File: src/rtl/reg_file_2w2r.sv
// reg_file_2w2r: parametrised two-write / two-read register file.
// - Per-entry valid bits, registered read ports, collision flag (port B wins).
// - Clear engine sweeps one entry per cycle, DEPTH cycles, without a global reset.
// - Optional write-first bypass on the read ports: define REGFILE_BYPASS_EN.
//   Without it the read ports are read-first (pre-write contents).
module reg_file_2w2r #(
    parameter int unsigned DATA_W = 8,
    parameter int unsigned ADDR_W = 2
) (
    input  logic              CLK,
    input  logic              RST,
    input  logic              write_enable_A,
    input  logic              write_enable_B,
    input  logic [ADDR_W-1:0] write_address_A,
    input  logic [ADDR_W-1:0] write_address_B,
    input  logic [DATA_W-1:0] data_input_A,
    input  logic [DATA_W-1:0] data_input_B,
    input  logic              read_enable_A,
    input  logic              read_enable_B,
    input  logic [ADDR_W-1:0] read_address_A,
    input  logic [ADDR_W-1:0] read_address_B,
    output logic [DATA_W-1:0] data_output_A,
    output logic [DATA_W-1:0] data_output_B,
    output logic              read_valid_A,
    output logic              read_valid_B,
    input  logic              clear_req,
    output logic              clear_busy,
    output logic              write_conflict
);

    localparam int unsigned DEPTH = 2 ** ADDR_W;
    localparam logic [ADDR_W-1:0] LAST_PTR = ADDR_W'(DEPTH - 1);

    typedef enum logic [0:0] {StIdle, StClear} state_e;

    state_e            state_q;
    logic [ADDR_W-1:0] ptr_q;
    logic [DATA_W-1:0] mem_q [DEPTH];
    logic [DEPTH-1:0]  valid_q;

    logic we_a;
    logic we_b;
    logic sweep;

    // Writes are only accepted while idle; strobes during a sweep are dropped.
    always_comb begin
        sweep = (state_q == StClear);
        we_a  = write_enable_A && !sweep;
        we_b  = write_enable_B && !sweep;
    end

    // Read lookup for one port: {valid, data}. Bypass only sees accepted writes.
    function automatic logic [DATA_W:0] read_entry(input logic [ADDR_W-1:0] addr);
        logic [DATA_W:0] res;
        res = {valid_q[addr], mem_q[addr]};
`ifdef REGFILE_BYPASS_EN
        if (we_b && write_address_B == addr) begin
            res = {1'b1, data_input_B};
        end else if (we_a && write_address_A == addr) begin
            res = {1'b1, data_input_A};
        end
`endif
        return res;
    endfunction

    // Clear-sweep FSM with registered busy flag.
    always_ff @(posedge CLK or posedge RST) begin
        if (RST) begin
            state_q    <= StIdle;
            ptr_q      <= '0;
            clear_busy <= 1'b0;
        end else begin
            case (state_q)
                StIdle: begin
                    if (clear_req) begin
                        state_q    <= StClear;
                        ptr_q      <= '0;
                        clear_busy <= 1'b1;
                    end
                end
                StClear: begin
                    ptr_q <= ptr_q + 1'b1;
                    if (ptr_q == LAST_PTR) begin
                        state_q    <= StIdle;
                        clear_busy <= 1'b0;
                    end
                end
                default: begin
                    state_q    <= StIdle;
                    clear_busy <= 1'b0;
                end
            endcase
        end
    end

    // Storage update: sweep clears the pointed entry, otherwise B overrides A.
    always_ff @(posedge CLK or posedge RST) begin
        if (RST) begin
            for (int i = 0; i < DEPTH; i++) begin
                mem_q[i] <= '0;
            end
            valid_q <= '0;
        end else begin
            for (int i = 0; i < DEPTH; i++) begin
                if (sweep && ptr_q == ADDR_W'(i)) begin
                    mem_q[i]   <= '0;
                    valid_q[i] <= 1'b0;
                end else if (we_b && write_address_B == ADDR_W'(i)) begin
                    mem_q[i]   <= data_input_B;
                    valid_q[i] <= 1'b1;
                end else if (we_a && write_address_A == ADDR_W'(i)) begin
                    mem_q[i]   <= data_input_A;
                    valid_q[i] <= 1'b1;
                end
            end
        end
    end

    // Collision flag: one-cycle pulse after both accepted writes hit one address.
    always_ff @(posedge CLK or posedge RST) begin
        if (RST) begin
            write_conflict <= 1'b0;
        end else begin
            write_conflict <= we_a && we_b && (write_address_A == write_address_B);
        end
    end

    // Registered read ports; hold their value when not enabled.
    always_ff @(posedge CLK or posedge RST) begin
        if (RST) begin
            data_output_A <= '0;
            data_output_B <= '0;
            read_valid_A  <= 1'b0;
            read_valid_B  <= 1'b0;
        end else begin
            if (read_enable_A) begin
                {read_valid_A, data_output_A} <= read_entry(read_address_A);
            end
            if (read_enable_B) begin
                {read_valid_B, data_output_B} <= read_entry(read_address_B);
            end
        end
    end

endmodule

File: config.mk
export PLATFORM = sky130hd
export DESIGN_NAME = reg_file_2w2r
export DESIGN_NICKNAME = d
export VERILOG_FILES = /design/src/rtl/reg_file_2w2r.sv
export SDC_FILE = /design/constraint.sdc
export NUM_CORES = 1
export LEC_CHECK = 0
export BUFFER_PORTS_ARGS = -buffer_cell sky130_fd_sc_hd__buf_2
export CAP_MARGIN = 20
export CELL_PAD_IN_SITES_DETAIL_PLACEMENT = 0
export CELL_PAD_IN_SITES_GLOBAL_PLACEMENT = 1
export CORE_AREA = 2 2 85 87
export DETAILED_ROUTE_END_ITERATION = 8
export DIE_AREA = 0 0 87 89
export PLACE_DENSITY = 0.9
export SLEW_MARGIN = 20
export SYNTH_ARGS = -nofsm -noshare
export SYNTH_HDL_FRONTEND = slang
export SYNTH_SLANG_ARGS = --single-unit
File: constraint.sdc
create_clock -name CLK -period 5.35 [get_ports CLK]
set_input_delay 1.07 -clock CLK [delete_from_list [all_inputs] [get_ports CLK]]
set_output_delay 1.07 -clock CLK [all_outputs]
set_load 0.1 [all_outputs]
==> metrics.yaml, run 1 <==
clocking:
  cts-root-buf: "clkbuf_8"
  cts_tree: "yes"
  cts_sinks: 59
  ctsHoldBuffers: 0
  clk_latency_ns: 0.34
  post_cts_resized: 0
  clk_pin_slew_worst_paths_ns: 0.07
  numCtsBuffers: 9
  cts.path.max_buffers: 2
  htreeDepth: 3
  cts_setup_buffers: 0
die:
  die_height_um: 89
  pin_count: 51
  row_count: 30
  die_area_mm2: 0.00774
  fp.coreArea_mm2: 0.00672
  die_w_um: 87
  initial_core_util_pct: 47.8
worst_setup_path:
  crit_start: "state_q"
  cp.required_ns: 5.53
  crit-reg2reg-launch: "state_q"
  r2r_cells: 3
  cp_max_fo: 30
  r2r_end: "mem_q[4]"
  cp.arrival_ns: 2.38
  regToRegSetupSlack_ns: 3.15
  path_class: "reg2reg"
  critPathLaunchType: "flop"
  crit_path_end_kind: "flop"
routing:
  drc: 0
  drt_pre_antenna_iters: 4
  vias: 2404
  ant_nets: 0
  first_iter_violations: 204
  routed_wl_um: 7870
  wire_per_inst_um: 19.5
  vias_per_cell: 5.97
cells_and_area:
  seq_area_mm2: 0.00148
  num-nets-final: 353
  fin_area_mm2: 0.00364
  drive_above_1_share_pct: 33.7
  antenna_cells: 0
  area_growth_syn_to_layout_pct: 13.3
  fillers: 594
  multi_input_area_mm2: 0.00161
status:
  status: "completed"
sta:
  finalClockSkew_ns: 0.00907
  finalSetupViolations: 0
  period_needed_ns: 2.20
  tns_ns: 0
  hold_violations: 0
  post-route-period-util_pct: 41.1
  maxClockFrequency_mhz: 455
  tightest_slew_ns: 0.976
  slew_headroom_pct: 34.7
  hold_slack_ns: 0.494
  rsz0062_at_grt: "false"
  drv_slew: 0
logic_synthesis:
  synth_area_leaders: "dfrtp_1, mux4_2, mux2_2"
  syn_inst: 279
  synth_edf_count: 0
  yosys.cell_types.count: 32
  ys_ff_latch: 59
  postSynthNetCount: 314
  synth_top_area_share_pct: 46.0
  synthArstFlopShare_pct: 100
  synth_common_cells: "dfrtp_1, nand2_1, o21ai_0"
  synth_warnings: 0
  syn_avg_cell_area_um2: 11.5
  ys.flop_type: "dfrtp_1"
  synth.cell_area_mm2: 0.00321
  yosysTopAreaCell: "dfrtp_1"
  yosysSeqAreaShare_pct: 46.0
  yosysMostFrequentCell: "dfrtp_1"
global_routing:
  grt_first_pass_wirelength_um: 13000
  grtUsageTotal_pct: 22.7
  antenna_found_initial: 0
  grt_pass1_vias: 2363
  overflow: 0
  grt_max_degree: 60
place:
  gp_congestion: 0.784
  hpwl_um: 5210
  numPortBuffers: 50
  dpl_cell_area_mm2: 0.00346
hold_path:
  min_path_cells: 2
  hold_class: "reg2reg"
  worstHoldStart: "clear_busy"
  whs_endpoint: "clear_busy"
power:
  max-vdd-ir-drop_uv: 415
  pwr_density_cell_mw_per_mm2: 589
  leakage_nw: 1.67
run:
  maxCapViolCount: 0
==> area by class of cell <==
type / count / area share [%]
Clock inverter: 6 / 1.13
Multi-Input combinational cell: 193 / 44.3
Clock buffer: 10 / 3.78
Sequential cell: 59 / 40.6
Timing Repair Buffer: 51 / 7.08
Inverter: 4 / 0.413
Tap cell: 80 / 2.75
==> where the power goes <==
part / internal, mW / switching (mW)
Combinational: 0.300 / 0.726
Sequential: 0.622 / 0.136
Clock: 0.179 / 0.180
Total: 1.10 / 1.04
==> stage by stage <==
stage	total power [mW]	setup WS, ns	cells	util (%)
2_1_floorplan	1.60	2.82	279	-
3_3_place_gp	1.77	2.90	387	51.5
3_5_place_dp	1.80	2.85	387	51.5
4_1_cts	2.16	3.13	403	54.2
5_1_grt	2.27	2.83	403	54.2
6_report	2.14	3.15	403	54.2
==> critical path, stage by stage (launching register included) <==
cell and delay, ns:
dfrtp_1 0.73, nand4b_1 0.83, o21ai_0 0.41, a31oi_1 0.07
==> cells in the final DEF (no fill, tap or decap), drive strengths merged <==
master | netlist | layout
a21oi | 8 | 8
nand3 | 16 | 16
mux2i | 16 | 16
a22oi | 1 | 1
ha | 4 | 4
buf | 11 | 51
mux2 | 18 | 18
and2 | 1 | 1
clkinv | 0 | 3
and4bb | 3 | 3
nand4b | 2 | 2
a31oi | 8 | 8
a21boi | 9 | 9
o21a | 2 | 2
nand4bb | 3 | 3
nand2 | 37 | 37
xor2 | 2 | 2
o21ai | 25 | 25
a21o | 1 | 1
o211ai | 8 | 8
clkbuf | 12 | 10
o31ai | 1 | 1
nand3b | 1 | 1
inv | 4 | 4
nor4b | 1 | 1
or4b | 1 | 1
nor3 | 3 | 3
dfrtp | 59 | 59
clkinvlp | 0 | 3
mux4 | 18 | 18
and4b | 1 | 1
nor2 | 3 | 3
==> sequential cells by signal (all words and copies together) (netlist names) <==
register,flops
state_q,1
read_valid_B,1
mem_q,32
ptr_q,2
clear_busy,1
valid_q,4
data_output_A,8
write_conflict,1
data_output_B,8
read_valid_A,1
==> per-layer routing <==
layer / routed length (um) / track usage [%] / up-vias
met3: 475 / 5.82 / 4
met2: 3750 / 35.7 / 78
met5: 0 / 0 / -
met1: 3610 / 31.6 / 1210
li1: - / - / 1112
met4: 41 / 5.54 / 0
==> kinds of logic after synthesis <==
kind of cell	after synthesis	share of synthesized area, %
compound gates	63	11.8
xor+xnor	2	0.545
fa+ha+maj	4	1.56
buf+inv	27	3.89
flops	59	46.0
mux	52	23.9
simple gates	72	12.3
==> how the worst max path moves through the flow <==
stage / slack, ns / depth (start not counted) / end
2_1_floorplan: 2.82 / 1 / clear_busy
3_3_place_gp: 2.90 / 4 / mem_q[2]
3_5_place_dp: 2.85 / 4 / mem_q[4]
4_1_cts: 3.13 / 3 / mem_q[4]
5_1_grt: 2.83 / 3 / mem_q[4]
6_report: 3.15 / 3 / mem_q[4]
Note: power is estimated with default switching activity, not from simulation.
==> run 2, diff against run 1 <==
--- a/config.mk
+++ b/config.mk
@@ -9,10 +9,10 @@
 export CAP_MARGIN = 20
 export CELL_PAD_IN_SITES_DETAIL_PLACEMENT = 0
 export CELL_PAD_IN_SITES_GLOBAL_PLACEMENT = 1
-export CORE_AREA = 2 2 85 87
+export CORE_AREA = 2 2 92 94
 export DETAILED_ROUTE_END_ITERATION = 8
-export DIE_AREA = 0 0 87 89
-export PLACE_DENSITY = 0.9
+export DIE_AREA = 0 0 94 96
+export PLACE_DENSITY = 0.82
 export SLEW_MARGIN = 20
 export SYNTH_ARGS = -nofsm -noshare
 export SYNTH_HDL_FRONTEND = slang
==> constraint.sdc (replaced) <==
create_clock -name CLK -period 2 [get_ports CLK]
set_input_delay 0.4 -clock CLK [delete_from_list [all_inputs] [get_ports CLK]]
set_output_delay 0.4 -clock CLK [all_outputs]
set_load 0.1 [all_outputs]
==> run 2 against run 1 <==
  * Via count is 4.5% higher
  * Critical endpoint is now mem_q[24]
  * Cell count is 7.2% higher
  * Die area rose by 17%
==> metrics.yaml, run 2 (synthesized netlist as in run 1, its figures left out) <==
clocking:
  clk_latency_ns: 0.34  # about the same
  cts-root-buf: "clkbuf_8"
  htreeDepth: 3  # unchanged
  cts_tree: "yes"
  clk_pin_slew_worst_paths_ns: 0.07  # about the same
  ctsHoldBuffers: 0  # unchanged
  cts_setup_buffers: 0  # unchanged
  cts.path.max_buffers: 2  # unchanged
  numCtsBuffers: 9  # unchanged
  post_cts_resized: 0  # unchanged
  cts_sinks: 59  # unchanged
hold_path:
  hold_class: "in2async"
cells_and_area:
  largest_reg_flops: 32  # unchanged
  stdcell_count: 432  # +7.2%
  final_cell_mix: "dfrtp_1, buf_2, nand2_1, o21ai_0"
  num-nets-final: 358  # +1.4%
  regMostFlops: "mem_q"
  fin_area_mm2: 0.00373  # +2.6%
  drive_above_1_share_pct: 34.6  # +0.81 points
  seq_area_mm2: 0.00148  # unchanged
  antenna_cells: 0  # unchanged
  multi_input_area_mm2: 0.00161  # unchanged
  layout_commonest_cell: "dfrtp_1"
  fillers: 739  # +24%
  area_growth_syn_to_layout_pct: 16.2
  top_regs: "mem_q (32), data_output_A (8), data_output_B (8)"
  final_util_pct: 46.4  # -7.8 points
status:
  status: "completed"
worst_setup_path:
  r2r_end: "mem_q[24]"
  crit_start: "state_q"
  critPathLaunchType: "flop"
  crit_path_end_kind: "flop"
  regToRegSetupSlack_ns: 0.38  # -2.77 ns
  cp_max_fo: 11  # -63%
  crit-reg2reg-launch: "state_q"
  r2r_cells: 3  # unchanged
  cp.required_ns: 2.21  # -3.32 ns
  cp.arrival_ns: 1.84  # -0.54 ns
  path_class: "reg2reg"
power:
  leakage_nw: 1.72  # +2.7%
  p_sw_share_pct: 47.6  # -1.0 points
  seq_power_share_pct: 33.8  # -1.6 points
  pwr-share-clk_pct: 18.2  # +1.4 points
  power.total_mw: 5.89  # +170%
  pwr_density_cell_mw_per_mm2: 1580  # +170%
  switchingPower_mw: 2.80  # +170%
  p_comb_share_pct: 48.0  # about the same
  p_int_mw: 3.08  # +180%
  max-vdd-ir-drop_uv: 826  # +99%
place:
  hpwl_um: 5620  # +7.9%
  numPortBuffers: 50  # unchanged
  place_ws_ns: 0.285  # -2.56 ns
  gp_congestion: 0.799  # +1.9%
  placedCellCount: 417  # +7.8%
  dpl_cell_area_mm2: 0.00354  # +2.4%
global_routing:
  grt_max_degree: 40  # -33%
  grt_pass1_vias: 2424  # +2.6%
  grtUsageTotal_pct: 19.8  # -2.8 points
  overflow: 0  # unchanged
  grt_first_pass_wirelength_um: 13100  # +1.3%
  antenna_found_initial: 0  # unchanged
sta:
  post-route-period-util_pct: 81.2  # +40 points
  tns_ns: 0  # unchanged
  hold_violations: 0  # unchanged
  slew_headroom_pct: 63.4  # +29 points
  maxClockFrequency_mhz: 615  # +35%
  finalClockSkew_ns: 0.00683  # -0.00223 ns
  period_needed_ns: 1.62  # -0.575 ns
  hold_slack_ns: 0.0672  # -0.426 ns
  tightest_slew_ns: 0.546  # -0.430 ns
  setup_slack_ns: 0.375  # -2.77 ns
  finalSetupViolations: 0  # unchanged
  drv_slew: 0  # unchanged
  rsz0062_at_grt: "false"
routing:
  ant_nets: 0  # unchanged
  routed_wl_um: 8200  # +4.2%
  first_iter_violations: 161  # -21%
  wire_per_inst_um: 19.0  # -2.8%
  drt_pre_antenna_iters: 4  # unchanged
  vias: 2513  # +4.5%
  drc: 0  # unchanged
  vias_per_cell: 5.82  # -2.5%
die:
  die_height_um: 96  # +7.9%
  die_w_um: 94  # +8.0%
  row_count: 33  # +10%
  initial_core_util_pct: 39.9  # -7.9 points
  pin_count: 51  # unchanged
  fp.coreArea_mm2: 0.00805  # +20%
  die_area_mm2: 0.00902  # +17%
run:
  maxCapViolCount: 0  # unchanged
[run 2: cell count changes in the layout (fill, tap and decap cells not counted)]
cell	previous run	this run
buf_12	0	1
bufinv_16	0	1
buf_4	1	5
clkinv_2	2	3
clkinvlp_4	3	0
[run 2: area by class of cell]
class / instances / share of cell area [%]
Multi-Input combinational cell: 193 / 43.2
Sequential cell: 59 / 39.5
Timing Repair Buffer: 56 / 8.24
Clock buffer: 10 / 3.69
Tap cell: 105 / 3.52
Clock inverter: 5 / 1.44
Inverter: 4 / 0.402
[run 2: worst max path at each step]
stage                     slack [ns]          endpoint  cells after the start
after global routing            0.25          mem_q[2]                      5
after CTS                       0.39         mem_q[24]                      3
after detailed placement        0.29  data_output_A[1]                      3
after floorplan                 0.14        clear_busy                      1
final                           0.38         mem_q[24]                      3
after global placement          0.33      read_valid_A                      3
[run 2: power by group through the flow]
stage / sequential [mW] / combinational, mW / clock [mW]
floorplan: 3.19 / 1.09 / 0
global placement: 1.99 / 2.78 / 0
detailed placement: 2.01 / 2.84 / 0
CTS: 1.99 / 2.84 / 1.09
global route: 2.05 / 3.00 / 1.16
finish: 1.99 / 2.83 / 1.07
[run 2: routing by layer]
layer / vias to the layer above / share of wire [%] / global-route usage [%]
met1: 1258 / 43 / 27.4
met3: 13 / 9.0 / 5.95
met2: 117 / 47 / 30.7
li1: 1125 / - / -
met4: 0 / 1.4 / 5.19
met5: - / 0 / 0
[run 2: worst max-delay path, stage by stage, from the launching register on]
cell	delay, ns
dfrtp_1	0.50
or4b_4	0.71
mux2i_1	0.19
o21ai_0	0.10
==> run 3, diff against run 2 <==
--- a/config.mk
+++ b/config.mk
@@ -5,14 +5,15 @@
 export SDC_FILE = /design/constraint.sdc
 export NUM_CORES = 1
 export LEC_CHECK = 0
+export ABC_AREA = 1
 export BUFFER_PORTS_ARGS = -buffer_cell sky130_fd_sc_hd__buf_2
 export CAP_MARGIN = 20
 export CELL_PAD_IN_SITES_DETAIL_PLACEMENT = 0
 export CELL_PAD_IN_SITES_GLOBAL_PLACEMENT = 1
-export CORE_AREA = 2 2 92 94
+export CORE_AREA = 2 2 101 103
 export DETAILED_ROUTE_END_ITERATION = 8
-export DIE_AREA = 0 0 94 96
-export PLACE_DENSITY = 0.82
+export DIE_AREA = 0 0 103 105
+export PLACE_DENSITY = 0.81
 export SLEW_MARGIN = 20
 export SYNTH_ARGS = -nofsm -noshare
 export SYNTH_HDL_FRONTEND = slang
==> constraint.sdc (replaced) <==
create_clock -name CLK -period 1.4 [get_ports CLK]
set_input_delay 0.28 -clock CLK [delete_from_list [all_inputs] [get_ports CLK]]
set_output_delay 0.28 -clock CLK [all_outputs]
set_load 0.1 [all_outputs]
==> run 3 against run 2 <==
  * Clock power grew 46%
  * Fmax rose by 16%
  * Sequential share of layout area fell by 6.5 points
  * Critical path depth up 5
  * Die area rose by 20%
  * Hold slack better by 0.13 ns
  * Critical path type unchanged
  * Sequential power up 42%
==> metrics.yaml, run 3 <==
global_routing:
  globalRouteMet1Util_pct: 27.8  # +0.36 points
  grt_first_pass_wirelength_um: 16200  # +23%
  grt-busiest-layer: "met2"
  overflow: 0  # unchanged
  grtUsageTotal_pct: 19.7  # -0.13 points
  grt_max_degree: 37  # -7.5%
  grt_pass1_vias: 3146  # +30%
  met2_usage_pct: 28.6  # -2.0 points
  antenna_found_initial: 0  # unchanged
  grt.met3_usage_pct: 3.34  # -2.6 points
clocking:
  cts_sinks: 59  # unchanged
  cts-root-buf: "clkbuf_8"
  cts.path.max_buffers: 2  # unchanged
  clk_latency_ns: 0.34  # about the same
  numCtsBuffers: 9  # unchanged
  clk_pin_slew_worst_paths_ns: 0.07  # about the same
  cts_tree: "yes"
  htreeDepth: 3  # unchanged
sta:
  maxClockFrequency_mhz: 715  # +16%
  post-route-period-util_pct: 99.9  # +19 points
  rsz0062_at_grt: "true"
  setup_slack_ns: 0.00124  # -0.374 ns
  tns_ns: 0  # unchanged
  tightest_slew_ns: 0.593  # +0.0472 ns
  finalClockSkew_ns: 0.00591  # -0.000920 ns
  period_needed_ns: 1.40  # -0.226 ns
  finalSetupViolations: 0  # unchanged
  slew_headroom_pct: 60.4  # -3.0 points
  hold_violations: 0  # unchanged
  drv_slew: 0  # unchanged
worst_setup_path:
  cpPeakStageDelay_ns: 0.45  # -0.26 ns
  slowest_stage: "dfrtp_2"
  path_class: "reg2reg"
  cp_max_fo: 7  # -4
  critPathLaunchType: "flop"
  r2r_cells: 8  # +5
  cp.arrival_ns: 1.63  # -0.21 ns
  crit-reg2reg-launch: "state_q"
  cp.required_ns: 1.63  # -0.58 ns
  regToRegSetupSlack_ns: 0.001  # -0.37 ns
  r2r_end: "mem_q[30]"
  worstPathCellList: "nor2_8 -> buf_6 -> buf_6 -> nand2_8 -> nand2_2 -> o21ai_1 -> nand2_1 -> nand2_1"
  crit_path_end_kind: "flop"
logic_synthesis:
  yosysMostFrequentCell: "nand2_1"
  syn_avg_cell_area_um2: 7.53  # -35%
  synth_top_area_share_pct: 41.3  # -4.7 points
  synth.cell_area_mm2: 0.00358  # +11%
  synthArstFlopShare_pct: 100  # unchanged
  synth_common_cells: "nand2_1, dfrtp_1, inv_1"
  synth_area_leaders: "dfrtp_1, nand2_1, nand4_1"
  synth_warnings: 0  # unchanged
  yosysTopAreaCell: "dfrtp_1"
  postSynthNetCount: 510  # +62%
  yosysSeqAreaShare_pct: 41.3  # -4.7 points
  ys_ff_latch: 59  # unchanged
  syn_inst: 475  # +70%
  ys.flop_type: "dfrtp_1"
  yosys.cell_types.count: 24  # -25%
  synth_edf_count: 0  # unchanged
cells_and_area:
  area_growth_syn_to_layout_pct: 25.2
  regMostFlops: "mem_q"
  fin_area_mm2: 0.00448  # +20%
  fillers: 1025  # +39%
  final_cell_mix: "nand2_1, dfrtp_1, buf_4, inv_1, nand4_1"
  seq_area_mm2: 0.00148  # +0.17%
  stdcell_count: 686  # +59%
  num-nets-final: 583  # +63%
  drive_above_1_share_pct: 24.1  # -11 points
  layout_commonest_cell: "nand2_1"
  multi_input_area_mm2: 0.00189  # +17%
  largest_reg_flops: 32  # unchanged
  top_regs: "mem_q (32), data_output_A (8), data_output_B (8)"
  antenna_cells: 0  # unchanged
routing:
  vias_per_cell: 5.14  # -12%
  ant_nets: 0  # unchanged
  wire_per_inst_um: 15.6  # -18%
  routed_wl_um: 10700  # +31%
  first_iter_violations: 245  # +52%
  drc: 0  # unchanged
  drt_pre_antenna_iters: 5  # +1
  vias: 3524  # +40%
place:
  dpl_cell_area_mm2: 0.00398  # +12%
  placedCellCount: 651  # +56%
  hpwl_um: 7650  # +36%
  gp_congestion: 0.867  # +8.6%
  place_ws_ns: 0.0548  # -0.230 ns
  numPortBuffers: 50  # unchanged
die:
  row_count: 36  # +9.1%
  die_height_um: 105  # +9.4%
  die_w_um: 103  # +9.6%
  die_area_mm2: 0.0108  # +20%
  pin_count: 51  # unchanged
  fp.coreArea_mm2: 0.00964  # +20%
  initial_core_util_pct: 37.1  # -2.8 points
hold_path:
  whs_endpoint: "clear_busy"
  hold_class: "in2reg"
  worstHoldStart: "clear_req"
  min_path_cells: 3
power:
  leakage_nw: 2.44  # +42%
  seq_power_share_pct: 35.2  # +1.4 points
  p_int_mw: 4.29  # +39%
  p_sw_share_pct: 46.6  # -1.0 points
  pwr-share-clk_pct: 19.4  # +1.2 points
  max-vdd-ir-drop_uv: 1130  # +37%
  p_comb_share_pct: 45.4  # -2.6 points
  pwr_density_cell_mw_per_mm2: 1790  # +14%
  switchingPower_mw: 3.74  # +33%
status:
  status: "completed"
run:
  maxCapViolCount: 0  # unchanged
[run 3: cell count changes in the layout (fill, tap and decap cells not counted), sizes merged, moves of 16 or more]
cell	delta
nand3	-16
nand2	+168
mux4	-18
inv	+38
buf	+20
mux2i	-16
o21ai	+26
nand4	+33
mux2	-18
[run 3: area by class of cell]
| cell class | instances | area share (%) |
|---|---|---|
| multi-input combinational | 353 | 42.2 |
| tap | 133 | 3.72 |
| timing repair buffer | 80 | 12.9 |
| clock inverter | 5 | 1.17 |
| inverter | 45 | 3.85 |
| clock buffer | 11 | 3.16 |
| sequential | 59 | 33.0 |
[run 3: metal layers]
metal | share of wire [%] | wire length [um] | vias up
met5 | 0 | 0 | -
met4 | 4.1 | 442 | 0
met3 | 7.4 | 795 | 36
met2 | 43 | 4620 | 172
met1 | 45 | 4850 | 1589
li1 | - | - | 1727
[run 3: how the worst max path moves through the flow]
stage | start | end | slack (ns) | cells after the start
2_1_floorplan | ptr_q[0] | mem_q[10] | 0.13 | 7
3_3_place_gp | state_q | valid_q[1] | 0.09 | 4
3_5_place_dp | state_q | mem_q[18] | 0.05 | 6
4_1_cts | data_output_B[2] | data_output_B[2] | 0.0003 | 1
5_1_grt | ptr_q[1] | mem_q[20] | -0.04 | 7
6_report | state_q | mem_q[30] | 0.001 | 8
[run 3: power groups by stage]
stage,clock [mW],sequential (mW),combinational [mW]
2_1_floorplan,0,3.63,1.55
3_3_place_gp,0,2.81,3.24
3_5_place_dp,0,2.82,3.27
4_1_cts,1.60,2.80,3.36
5_1_grt,1.68,2.88,3.93
6_report,1.56,2.82,3.64
[run 3: repair_timing]
item                       4_1_cts  5_1_grt
buffers inserted                 0       13
hold buffers                     1        0
gates cloned                     0        5
gates resized for setup         16       24
setup endpoints to repair       16       28
pin swaps                        0       12
hold endpoints to repair        18        0
[run 3: metrics by stage]
step / util (%) / hold slack (ns) / power, mW
2_1_floorplan: - / 0.380 / 5.18
3_5_place_dp: 41.3 / 0.327 / 6.10
6_report: 46.5 / 0.196 / 8.02
5_1_grt: 46.5 / 0.221 / 8.49
3_3_place_gp: 41.3 / 0.312 / 6.05
4_1_cts: 43.8 / 0.182 / 7.76
[run 3: logic make-up (layout without fill, tap and decap cells)]
logic type                 after synthesis  count (layout)  share of synthesized area [%]
and+or+nand+nor                        245             250                           31.1
AOI/OAI and AO/OA                       97              97                           16.3
buffers and inverters                   68             141                           9.37
DFF                                     59              59                           41.3
adders and majority gates                4               4                           1.40
xor gates and xnor gates                 2               2                          0.490
[run 3: worst max-delay path, delay by kind of cell, from the launching register on]
| kind | cells | cell delay [ns] |
|---|---|---|
| flops | 1 | 0.45 |
| simple gates | 5 | 0.48 |
| buf+inv | 2 | 0.30 |
| compound gates | 1 | 0.06 |
